<file path="config.mk">
export PLATFORM = sky130hd
export DESIGN_NAME = ps2_rx_fifo
export DESIGN_NICKNAME = d
export VERILOG_FILES = /design/src/rtl/ps2_rx_fifo.sv
export SDC_FILE = /design/constraint.sdc
export NUM_CORES = 1
export LEC_CHECK = 0
export ABC_AREA = 1
export BUFFER_PORTS_ARGS = -buffer_cell sky130_fd_sc_hd__buf_2
export CORE_AREA = 2 2 117 119
export CTS_BUF_LIST = sky130_fd_sc_hd__clkbuf_16
export DETAILED_ROUTE_END_ITERATION = 6
export DIE_AREA = 0 0 119 121
export PLACE_DENSITY = 0.87
export SLEW_MARGIN = 25
export SYNTH_ARGS = -nofsm -noshare
export SYNTH_HDL_FRONTEND = slang
export SYNTH_SLANG_ARGS = --single-unit
</file>
<file path="constraint.sdc">
create_clock -name clk -period 5.6 [get_ports clk]
set_input_delay 0.28 -clock clk [delete_from_list [all_inputs] [get_ports clk]]
set_output_delay 0.28 -clock clk [all_outputs]
set_load 0.02 [all_outputs]
</file>
<file path="src/rtl/ps2_rx_fifo.sv">
// PS/2 device-to-host receiver: filtered kc, odd-parity frame check, timeout recovery,
// receive FIFO and a small four-register slave interface with a level interrupt.
module ps2_rx_fifo #(
  parameter int FIFO_DEPTH = 16,
  parameter int FILTER_LEN = 8,
  parameter int TIMEOUT    = 20000
) (
  input  logic       clk,
  input  logic       reset,
  input  logic       s_cs_n,
  input  logic [1:0] s_address,
  input  logic       s_read,
  output logic [7:0] s_readdata,
  input  logic       s_write,
  input  logic [7:0] s_writedata,
  output logic       irq,
  input  logic       kc,
  input  logic       kd
);

  localparam int AW = (FIFO_DEPTH > 1) ? $clog2(FIFO_DEPTH) : 1;
  localparam int FW = (FILTER_LEN > 1) ? $clog2(FILTER_LEN) : 1;
  localparam int TW = (TIMEOUT > 1) ? $clog2(TIMEOUT) : 1;

  typedef enum logic [1:0] {IDLE, DATA, PARITY, STOP} state_t;

  state_t          state, state_nxt;
  logic            kc_s1, kc_s2, kd_s1, kd_s2;
  logic            kc_filt;
  logic [FW-1:0]   filt_cnt;
  logic            fall_now;
  logic [2:0]      bit_cnt;
  logic [7:0]      shift;
  logic            par_bit;
  logic [TW-1:0]   to_cnt;
  logic            timeout_hit;
  logic            to_err;
  logic            frame_done, frame_ok;
  logic [7:0]      rx_byte;

  logic [7:0]      mem [FIFO_DEPTH];
  logic [AW-1:0]   wr_ptr, rd_ptr;
  logic [AW:0]     level;
  logic            empty, full, push, pop, do_push;

  logic            overrun, frame_err, irq_en, rx_en;
  logic            rd, wr, clr;
  logic [7:0]      status;
  logic            unused_wdata;

  assign unused_wdata = ^s_writedata[7:4];

  always_ff @(posedge clk or posedge reset) begin
    if (reset) begin
      kc_s1 <= 1'b1;
      kc_s2 <= 1'b1;
      kd_s1 <= 1'b1;
      kd_s2 <= 1'b1;
    end else begin
      kc_s1 <= kc;
      kc_s2 <= kc_s1;
      kd_s1 <= kd;
      kd_s2 <= kd_s1;
    end
  end

  // filt_cnt counts consecutive synchronised samples that disagree with the filtered level
  always_ff @(posedge clk or posedge reset) begin
    if (reset) begin
      kc_filt  <= 1'b1;
      filt_cnt <= '0;
    end else if (kc_s2 == kc_filt) begin
      filt_cnt <= '0;
    end else if (filt_cnt == FW'(FILTER_LEN - 1)) begin
      kc_filt  <= kc_s2;
      filt_cnt <= '0;
    end else begin
      filt_cnt <= filt_cnt + FW'(1);
    end
  end

  assign fall_now    = kc_filt & ~kc_s2 & (filt_cnt == FW'(FILTER_LEN - 1));
  assign timeout_hit = rx_en & (state != IDLE) & ~fall_now & (to_cnt == TW'(TIMEOUT - 1));

  always_ff @(posedge clk or posedge reset) begin
    if (reset) state <= IDLE;
    else       state <= state_nxt;
  end

  always_comb begin
    state_nxt = state;
    if (!rx_en) begin
      state_nxt = IDLE;
    end else if (fall_now) begin
      case (state)
        IDLE:    if (!kd_s2) state_nxt = DATA;
        DATA:    if (bit_cnt == 3'd7) state_nxt = PARITY;
        PARITY:  state_nxt = STOP;
        STOP:    state_nxt = IDLE;
        default: state_nxt = IDLE;
      endcase
    end else if (timeout_hit) begin
      state_nxt = IDLE;
    end
  end

  // Frame datapath; the completed byte is handed to the FIFO one cycle after the stop sample
  always_ff @(posedge clk or posedge reset) begin
    if (reset) begin
      bit_cnt    <= '0;
      shift      <= '0;
      par_bit    <= 1'b0;
      to_cnt     <= '0;
      to_err     <= 1'b0;
      frame_done <= 1'b0;
      frame_ok   <= 1'b0;
      rx_byte    <= '0;
    end else begin
      frame_done <= 1'b0;
      to_err     <= timeout_hit;
      if (state == IDLE || fall_now || !rx_en) to_cnt <= '0;
      else                                     to_cnt <= to_cnt + TW'(1);
      if (rx_en && fall_now) begin
        case (state)
          IDLE:   bit_cnt <= '0;
          DATA: begin
            shift   <= {kd_s2, shift[7:1]};
            bit_cnt <= bit_cnt + 3'd1;
          end
          PARITY: par_bit <= kd_s2;
          STOP: begin
            frame_done <= 1'b1;
            frame_ok   <= (^{shift, par_bit}) & kd_s2;
            rx_byte    <= shift;
          end
          default: ;
        endcase
      end
    end
  end

  assign rd      = ~s_cs_n & s_read;
  assign wr      = ~s_cs_n & s_write;
  assign clr     = wr & (s_address == 2'd3);
  assign empty   = (level == '0);
  assign full    = (level == (AW + 1)'(FIFO_DEPTH));
  assign push    = frame_done & frame_ok;
  assign pop     = rd & (s_address == 2'd0) & ~empty;
  assign do_push = push & (~full | pop);

  always_ff @(posedge clk) begin
    if (do_push) mem[wr_ptr] <= rx_byte;
  end

  always_ff @(posedge clk or posedge reset) begin
    if (reset) begin
      wr_ptr <= '0;
      rd_ptr <= '0;
      level  <= '0;
    end else begin
      if (do_push) wr_ptr <= wr_ptr + AW'(1);
      if (pop)     rd_ptr <= rd_ptr + AW'(1);
      if (do_push && !pop)      level <= level + (AW + 1)'(1);
      else if (pop && !do_push) level <= level - (AW + 1)'(1);
    end
  end

  // A set request in the same cycle as a clear wins
  always_ff @(posedge clk or posedge reset) begin
    if (reset) begin
      overrun   <= 1'b0;
      frame_err <= 1'b0;
      irq_en    <= 1'b0;
      rx_en     <= 1'b1;
      irq       <= 1'b0;
    end else begin
      overrun   <= (push & full & ~pop) | (overrun & ~(clr & s_writedata[2]));
      frame_err <= (frame_done & ~frame_ok) | to_err | (frame_err & ~(clr & s_writedata[3]));
      if (wr && s_address == 2'd2) begin
        irq_en <= s_writedata[0];
        rx_en  <= s_writedata[1];
      end
      irq <= irq_en & (~empty | overrun | frame_err);
    end
  end

  assign status = {3'b000, (state != IDLE), frame_err, overrun, full, ~empty};

  always_comb begin
    s_readdata = 8'h00;
    if (rd) begin
      case (s_address)
        2'd0:    if (!empty) s_readdata = mem[rd_ptr];
        2'd1:    s_readdata = status;
        2'd2:    s_readdata = {6'b000000, rx_en, irq_en};
        default: s_readdata = 8'h00;
      endcase
    end
  end

endmodule
</file>
# [Word level (Yosys, flattened, before mapping)]
# Memory sizes are Yosys's and may differ from the RTL's.
# Cells that the tools add are included.
[op_classes] n_eq_ne=14 bitwise=37 mux=19 n_reduce_logical=22 addsub=7
[ops] cell="case mux 8 bit (3 select lines)" count=1
[ops] cell="bitwise AND 1 bit" count=21
[ops] cell="two-way mux 8 bit" count=2
[ops] cell="adder 15 x 1 -> 15 bit (second input constant)" count=1
[ops] cell="equality test 15 bit (second input constant)" count=1
[ops] cell="two-way mux 15 bit" count=1
[ops] cell="two-way mux 2 bit" count=5
[ops] cell="two-way mux 5 bit" count=2
[ops] cell="NOT 1 bit" count=10
[ops] cell="AND reduction 2 bit" count=5
[ops] cell="XOR reduction 9 bit" count=1
[ops] cell="adder 4 x 1 -> 4 bit (second input constant)" count=2
[ops] cell="equality test 2 bit (second input constant)" count=4
[ops] cell="inequality test 4 bit (second input constant)" count=2
[ops] cell="case mux 2 bit (4 select lines)" count=1
[ops] cell="adder 3 x 1 -> 3 bit (second input constant)" count=2
[ops] cell="equality test 3 bit (second input constant)" count=2
[ops] cell="two-way mux 3 bit" count=2
[ops] cell="OR 1 bit" count=6
[ops] cell="case mux 3 bit (2 select lines)" count=1
[ops] cell="nonzero test 2 bit" count=3
[ops] cell="adder 5 x 1 -> 5 bit (second input constant)" count=1
[ops] cell="equality test 5 bit (second input constant)" count=1
[ops] cell="logical NOT 5 bit" count=1
[ops] cell="10 further kinds" count=21
[totals] wordCells=123 output_inout_bits=9 ramBits=128 regBits=66 mem_count=1
[mem_list] memory="mem" words=16 width=8 read_ports=1 rd_ports_with_merged_regs=0 wr=1 line="41" text="logic [7:0] mem [FIFO_DEPTH];"

# [Logic depth before layout (Yosys ltp)]
# Gate-level depths: netlist (run 1).
[depth] depth_word=10 mapped_depth=16 ltp_nobuf=16

# [Worst setup path after synthesis (run 1)]
# OpenSTA, ideal clock, no wires.
[synth_timing] path_type="register -> register" startpoint="reg level[2]" endpoint="reg level[4]" setup_slack_ns=3.447 t_arrival_ns=2.030 stages_incl_launch_ff=16 t_required_ns=5.477 synth_period_minus_slack_ns=2.153 n_path_buf=0 path_cell_list="dfrtp_1 -> nor2_1 -> nand3_1 -> inv_1 -> nand3_1 -> nand2_1 -> inv_2 -> ha_1 -> fa_1 -> inv_1 -> nand2_1 -> a21oi_1 -> nor2_1 -> nand2_1 -> nand3_1 -> xor2_1"
[synth_via] elab_chain_cells=8
[synth_lines] element="from (decl)" line="43" text="logic [AW:0] level;"
[synth_lines] element="from (signal assigned)" line="163" text="if (do_push && !pop) level <= level + (AW + 1)'(1);"
[synth_lines] element="from (signal assigned)" line="164" text="else if (pop && !do_push) level <= level - (AW + 1)'(1);"
[synth_lines] element="logical NOT 5 bit" line="145" text="assign empty = (level == '0);"
[synth_lines] element="NOT 1 bit" line="148" text="assign pop = rd & (s_address == 2'd0) & ~empty;"
[synth_lines] element="bitwise AND 1 bit" line="148"
[synth_lines] element="OR 1 bit *" line="149" text="assign do_push = push & (~full | pop);"
[synth_lines] element="bitwise AND 1 bit *" line="149"
[synth_lines] element="net do_push" line="44" text="logic empty, full, push, pop, do_push;"
[synth_lines] element="logical NOT 1 bit" line="164"
[synth_lines] element="logical AND 1 bit" line="164"
[synth_lines] element="nonzero test 2 bit (no line)"
# Mark *: on every way through the listed nets, which the timed path passes. The rest lies on a longest branch. The select of a mux whose other input is x is not followed.
# A chain may end at the register's enable or synchronous reset.

# [Worst setup path in the final report (run 1)]
[layout_timing] startpoint="reg rd_ptr[1]" endpoint="out s_readdata[2]"
[layout_via] elab_chain_cells=4
[layout_lines] element="from (decl)" line="42" text="logic [AW-1:0] wr_ptr, rd_ptr;"
[layout_lines] element="from (signal assigned)" line="162" text="if (pop) rd_ptr <= rd_ptr + AW'(1);"
[layout_lines] element="memory read (16 x 8 bit)"
[layout_lines] element="two-way mux 8 bit" line="193" text="2'd0: if (!empty) s_readdata = mem[rd_ptr];"
[layout_lines] element="case mux 8 bit (3 select lines)" line="192" text="case (s_address)"
[layout_lines] element="two-way mux 8 bit" line="191" text="if (rd) begin"
[layout_lines] element="to (decl)" line="13" text="output logic [7:0] s_readdata,"
# No other way between the ends.

==> qor.csv, run 1 <==
metric;value;unit
vias per inst;5.87;
# fillers;827;
Initial Util;64.3;%
initial antenna violation count;0;
RSZ-0062 raised after global routing;false;
Final Skew;0.0116;ns
hpwl dp;10.6;mm
Unique masters post-synth;37;
sequential area share after synthesis;65.4;%
Async SR Flop Fraction;34.0;%
total of max-cap violations;0;
Post-Synthesis Cells;782;
Hold Violations, Final;0;
Synth Net Count;821;
Fmax;0.329;GHz
crit-path cells;inv_2 -> o21ai_0 -> o22ai_1 -> nand2_1 -> nand3_1 -> nand3_1 -> nand2_1 -> buf_2;
CTS buffer count;17;
share of the synthesized area in the top cell type;45.7;%
clock root cell;clkbuf_16;
Internal Power;2.46;mW
RePlAce Congestion;0.828;
Die Ht;121;um
CP Max Fanout;38;
DR top layer;met4;
total global routing overflow;0;
Initial DRC Count;585;
relative slew slack;39.2;%
mapped cell area;8420;sq um
Peak VDD IR;0.244;mV
Crit path required time;5.32;ns
crit path launch type;flip-flop;
Routed Antenna Nets;0;
Vias;5804;
Pwr Total;3.69;mW
Clock power frac;31.4;%
Psw;1.22;mW
# port buffers;21;
wl on met1;6.99;mm
CP peak stage delay;0.65;ns
critical path capture point type;output pin;
Worst Path Arrival;2.76;ns
Layout area overhead;9.14;%
EDFF count, synth;128;
Clock transition at path regs;0.07;ns
CTS tree;built;
number of global-route vias before repair;5866;
most common cell in the netlist;nand2_1;
H-tree Lvls;4;
Static Leak;3.98;nW
# diodes;0;
largest net degree at the start of global routing;68;
PostCTS Resize Cnt;0;
Detail Route met3 WL;1.17;mm
Area contributors post-synth;edfxtp_1 46%, dfrtp_1 18%, nand2_1 6.2%;
drt first pass iters;5;
core area;13100;sq um
crit path max-delay cell type;dfrtp_2;
top cells by count, synth;140 x nand2_1, 128 x edfxtp_1, 115 x nor2_1;
per-cell routed wire length;17.3;um
Synthesis Warnings;0;
first-pass GRT wire length;28.5;mm
WS Path Type;reg -> out;
Total GRT Usage;25.6;%
Syn Area/Cell;10.8;sq um
Final Critical Period;3.04;ns
Slew Viols, Final;0;
actual slew at the worst max-slew pin;0.908;ns
final core utilization;70.2;%
worst-skew pair later-pin latency;0.44;ns
fraction of power consumed by combinational cells;23.1;%
Synth Flop Type;edfxtp_1;
postcts setup bufs;0;
met2 wire length;8.70;mm
die area;14400;sq um
# rows;42;
clock buffer depth;2;
Tcrit/Tclk final;54.2;%
outcome;complete, no violations;
Hold WC Path Type;in -> async;
WL final;17.1;mm
Final Net Count;839;
setup violators final;0;
Remaining DRCs;0;
Cell Pwr Density;401;nW/um^2
CTS sink count;194;
switch share;33.2;%
Sequential Power Share;45.5;%
Synth Register Bits;194;
chip width;119;um
layout cells sized above 1;10.5;%
I/O Pins;26;
Yosys top cell by area;edfxtp_1;
TNS Setup;0;ns
## cell families (layout without fill, tap and decap cells)
family                     after synthesis  count (layout)  synth area share [%]
and+or+nand+nor                        322             322                  15.7
buffers and inverters                   90             121                  4.77
adders and majority gates               22              22                  3.36
muxes                                    1               1                 0.134
xor gates and xnor gates                15              15                  1.56
AOI/OAI and AO/OA                      138             138                  9.12
DFF                                    194             194                  65.4
## sequential cells by signal, indices dropped and copies added (netlist names), 2 cells and up
name,cells
rd_ptr,4
rx_byte,8
to_cnt,15
shift,8
bit_cnt,3
level,5
state,2
wr_ptr,4
filt_cnt,3
mem,128
## stage by stage
step                      instance area [sq um]  std cells  hold slack, ns  setup WS [ns]
after floorplan                            8420        782           0.284           3.45
after global placement                     8600        955           0.348           2.53
after detailed placement                   8600        955           0.350           2.37
after CTS                                  9190        989          0.0700           1.86
after global routing                       9190        989          0.0854           2.39
final                                      9190        989          0.0747           2.56
## worst max-delay path, delay by kind of cell, from the launching register on
kind | cells | cell delay [ns]
and+or+nand+nor | 4 | 0.48
buffers and inverters | 2 | 0.75
AOI/OAI and AO/OA | 2 | 0.44
DFF | 1 | 0.65
## final cells by class
| type | count | area, sq um | area share [%] |
|---|---|---|---|
| sequential | 194 | 5510 | 59.9 |
| multi-input combinational | 498 | 2510 | 27.4 |
| clock buffer | 18 | 450 | 4.90 |
| inverter | 64 | 241 | 2.63 |
| tap | 176 | 220 | 2.40 |
| timing repair buffer | 25 | 140 | 1.53 |
| clock inverter | 14 | 116 | 1.27 |
## layout by cell type (no fill, tap or decap), types with 3 or more instances in the layout
| cell type | instances |
|---|---|
| edfxtp_1 | 128 |
| inv_2 | 8 |
| xor2_1 | 10 |
| nand4_1 | 6 |
| nor3_1 | 7 |
| o21ai_1 | 15 |
| nand3_1 | 42 |
| a21oi_1 | 16 |
| clkinvlp_4 | 3 |
| buf_2 | 21 |
| nand2_1 | 140 |
| a31oi_1 | 6 |
| nand2_2 | 6 |
| dfrtp_1 | 58 |
| nor2_2 | 3 |
| o211ai_1 | 11 |
| clkinv_2 | 3 |
| nor2_1 | 115 |
| o22ai_1 | 13 |
| dfstp_2 | 6 |
| inv_1 | 55 |
| o21ai_0 | 69 |
| clkbuf_16 | 18 |
| xnor2_1 | 5 |
| inv_6 | 5 |
| ha_1 | 21 |
## layer usage
layer / vias to the layer above / GRT usage (%)
met2: 260 / 43.2
met3: 35 / 5.45
met5: - / 0
met1: 2799 / 33.1
li1: 2710 / -
met4: 0 / 9.67
## final timing paths
path | start | endpoint | slack [ns] | cells past startpoint
setup / recovery | rd_ptr[1] | s_readdata[2] | 2.56 | 8
hold / removal | reset | to_cnt[7] | 0.07 | 3
setup reg to reg | level[2] | level[4] | 3.16 | 15
hold reg to reg | kc_s1 | kc_s2 | 0.36 | 0
max in group asynchronous | reset | rd_ptr[0] | 4.93 | 3
min in group clk | s_writedata[1] | rx_en | 0.08 | 3
## timing repair
action | CTS | global route
endpoints found under the setup margin | 0 | 0
endpoints found under the hold margin | 2 | 0
hold buffers | 2 | 0
## power groups by stage
stage / Combinational (mW) / Clock [mW] / Sequential, mW
3_5_place_dp: 0.831 / 0 / 1.70
6_report: 0.853 / 1.16 / 1.68
2_1_floorplan: 0.735 / 0 / 1.63
3_3_place_gp: 0.773 / 0 / 1.69
5_1_grt: 0.965 / 1.22 / 1.69
4_1_cts: 0.840 / 1.16 / 1.67
Note: power is estimated with default switching activity, not from simulation.
==> run 2: changes to the inputs <==
--- a/config.mk
+++ b/config.mk
@@ -5,13 +5,13 @@
 export SDC_FILE = /design/constraint.sdc
 export NUM_CORES = 1
 export LEC_CHECK = 0
-export ABC_AREA = 1
+export ABC_AREA = 0
 export BUFFER_PORTS_ARGS = -buffer_cell sky130_fd_sc_hd__buf_2
-export CORE_AREA = 2 2 117 119
+export CORE_AREA = 2 2 125 127
 export CTS_BUF_LIST = sky130_fd_sc_hd__clkbuf_16
 export DETAILED_ROUTE_END_ITERATION = 6
-export DIE_AREA = 0 0 119 121
-export PLACE_DENSITY = 0.87
+export DIE_AREA = 0 0 127 129
+export PLACE_DENSITY = 0.79
 export SLEW_MARGIN = 25
 export SYNTH_ARGS = -nofsm -noshare
 export SYNTH_HDL_FRONTEND = slang
==> constraint.sdc (replaced) <==
create_clock -name clk -period 2.51 [get_ports clk]
set_input_delay 0.1255 -clock clk [delete_from_list [all_inputs] [get_ports clk]]
set_output_delay 0.1255 -clock clk [all_outputs]
set_load 0.02 [all_outputs]
==> qor.csv, run 2 <==
metric;value;unit;change
outcome;complete, but fails checks;;was complete, no violations
failing checks;negative setup slack;;
# port buffers;21;;unchanged
relative slew slack;59.6;%;was 39.2%
crit path launch type;flip-flop;;unchanged
CP Max Fanout;3;;was 38
# rows;45;;was 42
clock root cell;clkbuf_16;;unchanged
Post-Synthesis Cells;510;;was 782
largest net degree at the start of global routing;30;;was 68
clock buffer depth;2;;unchanged
crit path max-delay cell type;nor4_4;;was dfrtp_2
critical path's top delay family;simple AND/OR/NAND/NOR gates;;was buffers and inverters
Psw;1.92;mW;was 1.22 mW
fraction of power consumed by combinational cells;19.5;%;was 23.1%
first-pass GRT wire length;24.9;mm;was 28.5 mm
Async SR Flop Fraction;34.0;%;unchanged
Remaining DRCs;0;;unchanged
RSZ-0062 raised after global routing;true;;was false
Final Critical Period;2.58;ns;
Slew Viols, Final;0;;unchanged
Initial DRC Count;351;;was 585
WS Path Type;reg -> reg;;was reg -> out
Regs by FF count;mem: 128 flops, to_cnt: 15 flops;;unchanged
Crit path required time;2.86;ns;was 5.32 ns
Largest register FFs;128;;unchanged
core area;15000;sq um;was 13100 sq um
Synth Flop Type;edfxtp_1;;unchanged
share of the synthesized area in the top cell type;46.8;%;was 45.7%
layout cells sized above 1;29.0;%;was 10.5%
sequential area share after synthesis;67.0;%;was 65.4%
footprint of the multi-input gates;2710;sq um;was 2510 sq um
die area;16400;sq um;was 14400 sq um
most common cell after layout, fill and taps aside;edfxtp_1;;was nand2_1
H-tree Lvls;4;;unchanged
number of global-route vias before repair;4685;;was 5866
initial antenna violation count;0;;unchanged
Total GRT Usage;20.3;%;was 25.6%
most frequent cells in the layout;128 x edfxtp_1, 58 x dfrtp_1, 37 x buf_4;;was 140 x nand2_1, 128 x edfxtp_1, 115 x nor2_1
actual slew at the worst max-slew pin;0.605;ns;was 0.908 ns
total of max-cap violations;0;;unchanged
chip width;127;um;was 119 um
Sequential Power Share;46.5;%;was 45.5%
mapped cell area;8210;sq um;was 8420 sq um
Hold WC Path Type;in -> reg;;was in -> async
WP buf/inv;2;;unchanged
Layout area overhead;17.5;%;was 9.14%
Syn Area/Cell;16.1;sq um;was 10.8 sq um
Tcrit/Tclk final;103;%;
largest register by flop count;mem;;unchanged
switch share;24.8;%;was 33.2%
Synthesis Warnings;0;;unchanged
CTS buffer count;17;;unchanged
crit-path cells;nor4_4 -> nor2b_4 -> nor4_4 -> clkinv_2 -> ha_4 -> inv_4 -> ha_4 -> nor2b_1 -> o21a_1 -> or3_1 -> a21oi_2 -> xor2_1;;was inv_2 -> o21ai_0 -> o22ai_1 -> nand2_1 -> nand3_1 -> nand3_1 -> nand2_1 -> buf_2
EDFF count, synth;128;;unchanged
Vias;4565;;was 5804
Worst Path Arrival;2.94;ns;was 2.76 ns
hpwl dp;10.4;mm;was 10.6 mm
CTS sink count;194;;unchanged
Final Net Count;619;;was 839
dpl cells;729;;was 955
setup violators final;4;;was 0
Cell Pwr Density;803;nW/um^2;was 401 nW/um^2
Static Leak;3.99;nW;was 3.98 nW
Finished Layout Cells;781;;was 989
Clock power frac;34.0;%;was 31.4%
vias per inst;5.85;;was 5.87
Synth Register Bits;194;;unchanged
Area contributors post-synth;edfxtp_1 47%, dfrtp_1 18%, mux4_2 7.7%;;was edfxtp_1 46%, dfrtp_1 18%, nand2_1 6.2%
worst r2r src;level[0];;was level[2]
per-cell routed wire length;20.8;um;was 17.3 um
register area;5510;sq um;unchanged
Initial Util;54.8;%;was 64.3%
Fmax;0.387;GHz;
top cells by count, synth;128 x edfxtp_1, 60 x dfrtp_1, 32 x nand2_1;;was 140 x nand2_1, 128 x edfxtp_1, 115 x nor2_1
Routed Antenna Nets;0;;unchanged
# diodes;0;;unchanged
Internal Power;5.83;mW;was 2.46 mW
CTS tree;built;;unchanged
Hold Violations, Final;0;;unchanged
critical path capture point type;flip-flop;;was output pin
Die Ht;129;um;was 121 um
HP Start;s_writedata[3];;
RePlAce Congestion;0.828;;about the same
WL final;16.3;mm;was 17.1 mm
Yosys top cell by area;edfxtp_1;;unchanged
Clock transition at path regs;0.07;ns;about the same
Final Skew;0.00732;ns;was 0.0116 ns
worst-skew pair later-pin latency;0.43;ns;was 0.44 ns
CP peak stage delay;0.42;ns;was 0.65 ns
setup slack after layout;-0.0739;ns;was 2.56 ns
Peak VDD IR;0.476;mV;was 0.244 mV
most common cell in the netlist;edfxtp_1;;was nand2_1
I/O Pins;26;;unchanged
total global routing overflow;0;;unchanged
Synth Net Count;549;;was 821
Unique masters post-synth;54;;was 37
# fillers;980;;was 827
drt first pass iters;4;;was 5
Setup crit start;level[0];;was rd_ptr[1]
TNS Setup;-0.136;ns;was 0 ns
## run 2: through the flow
| stage | setup WS (ns) | utilization (%) | hold slack (ns) | cell area [sq um] | total power [mW] |
|---|---|---|---|---|---|
| 2_1_floorplan | -0.0904 | - | 0.130 | 8240 | 4.46 |
| 3_3_place_gp | -0.0626 | 58.1 | 0.211 | 8700 | 4.72 |
| 3_5_place_dp | -0.153 | 58.1 | 0.224 | 8700 | 4.77 |
| 4_1_cts | -0.0500 | 63.5 | 0.00103 | 9500 | 7.61 |
| 5_1_grt | -0.173 | 64.4 | 0.0497 | 9650 | 8.03 |
| 6_report | -0.0739 | 64.4 | 0.0220 | 9650 | 7.75 |
## run 2: layer usage
metal	vias up	wire length [um]	share of wire, %	GRT usage [%]
li1	2072	-	-	-
met1	2332	6460	40	25.9
met2	131	8690	53	34.7
met3	30	759	4.7	4.57
met4	0	337	2.1	7.37
met5	-	0	0	0
## run 2: logic make-up (layout without fill, tap and decap cells)
kind of cell	Yosys count	after routing	share of synthesized area, %
XOR/XNOR	29	29	3.26
buffers and inverters	34	117	1.95
AND/OR/NAND/NOR	124	124	7.96
flip-flops	194	194	67.0
adder cells (fa/ha/maj)	22	22	3.44
AO/OA/AOI/OAI	44	44	3.69
multiplexers	63	63	12.7
## run 2: layout make-up
type / count / share of cell area (%)
Clock inverter: 15 / 1.58
Sequential cell: 194 / 57.1
Inverter: 17 / 0.700
Tap cell: 188 / 2.44
Multi-Input combinational cell: 282 / 28.1
Timing Repair Buffer: 68 / 5.73
Clock buffer: 17 / 4.41
## run 2: what timing repair did
item                       CTS  global route
hold endpoints to repair    27             0
pin swaps                    0             6
buffers inserted             6             7
gates resized for setup     18            14
hold buffers                 5             0
setup endpoints to repair    6             6
cloned                       1             1
## run 2: worst paths after layout
| path | slack (ns) | cells past startpoint | end |
|---|---|---|---|
| max reg2reg | -0.07 | 12 | level[4] |
| min reg2reg | 0.36 | 0 | kd_s2 |
| min in group asynchronous | 0.31 | 3 | level[4] |
| max in group asynchronous | 1.41 | 4 | kd_s2 |
| min | 0.02 | 3 | frame_err |
| max | -0.07 | 12 | level[4] |
## run 2: tightest hold or removal path: stages
cell	delay [ns]
buf_2	0.10
nand2_1	0.05
a221o_1	0.14
## run 2: power groups by stage
stage,Clock (mW),Sequential [mW],Combinational (mW)
6_report,2.64,3.60,1.51
5_1_grt,2.79,3.61,1.63
4_1_cts,2.67,3.60,1.34
3_5_place_dp,0,3.64,1.13
3_3_place_gp,0,3.63,1.08
2_1_floorplan,0,3.63,0.825
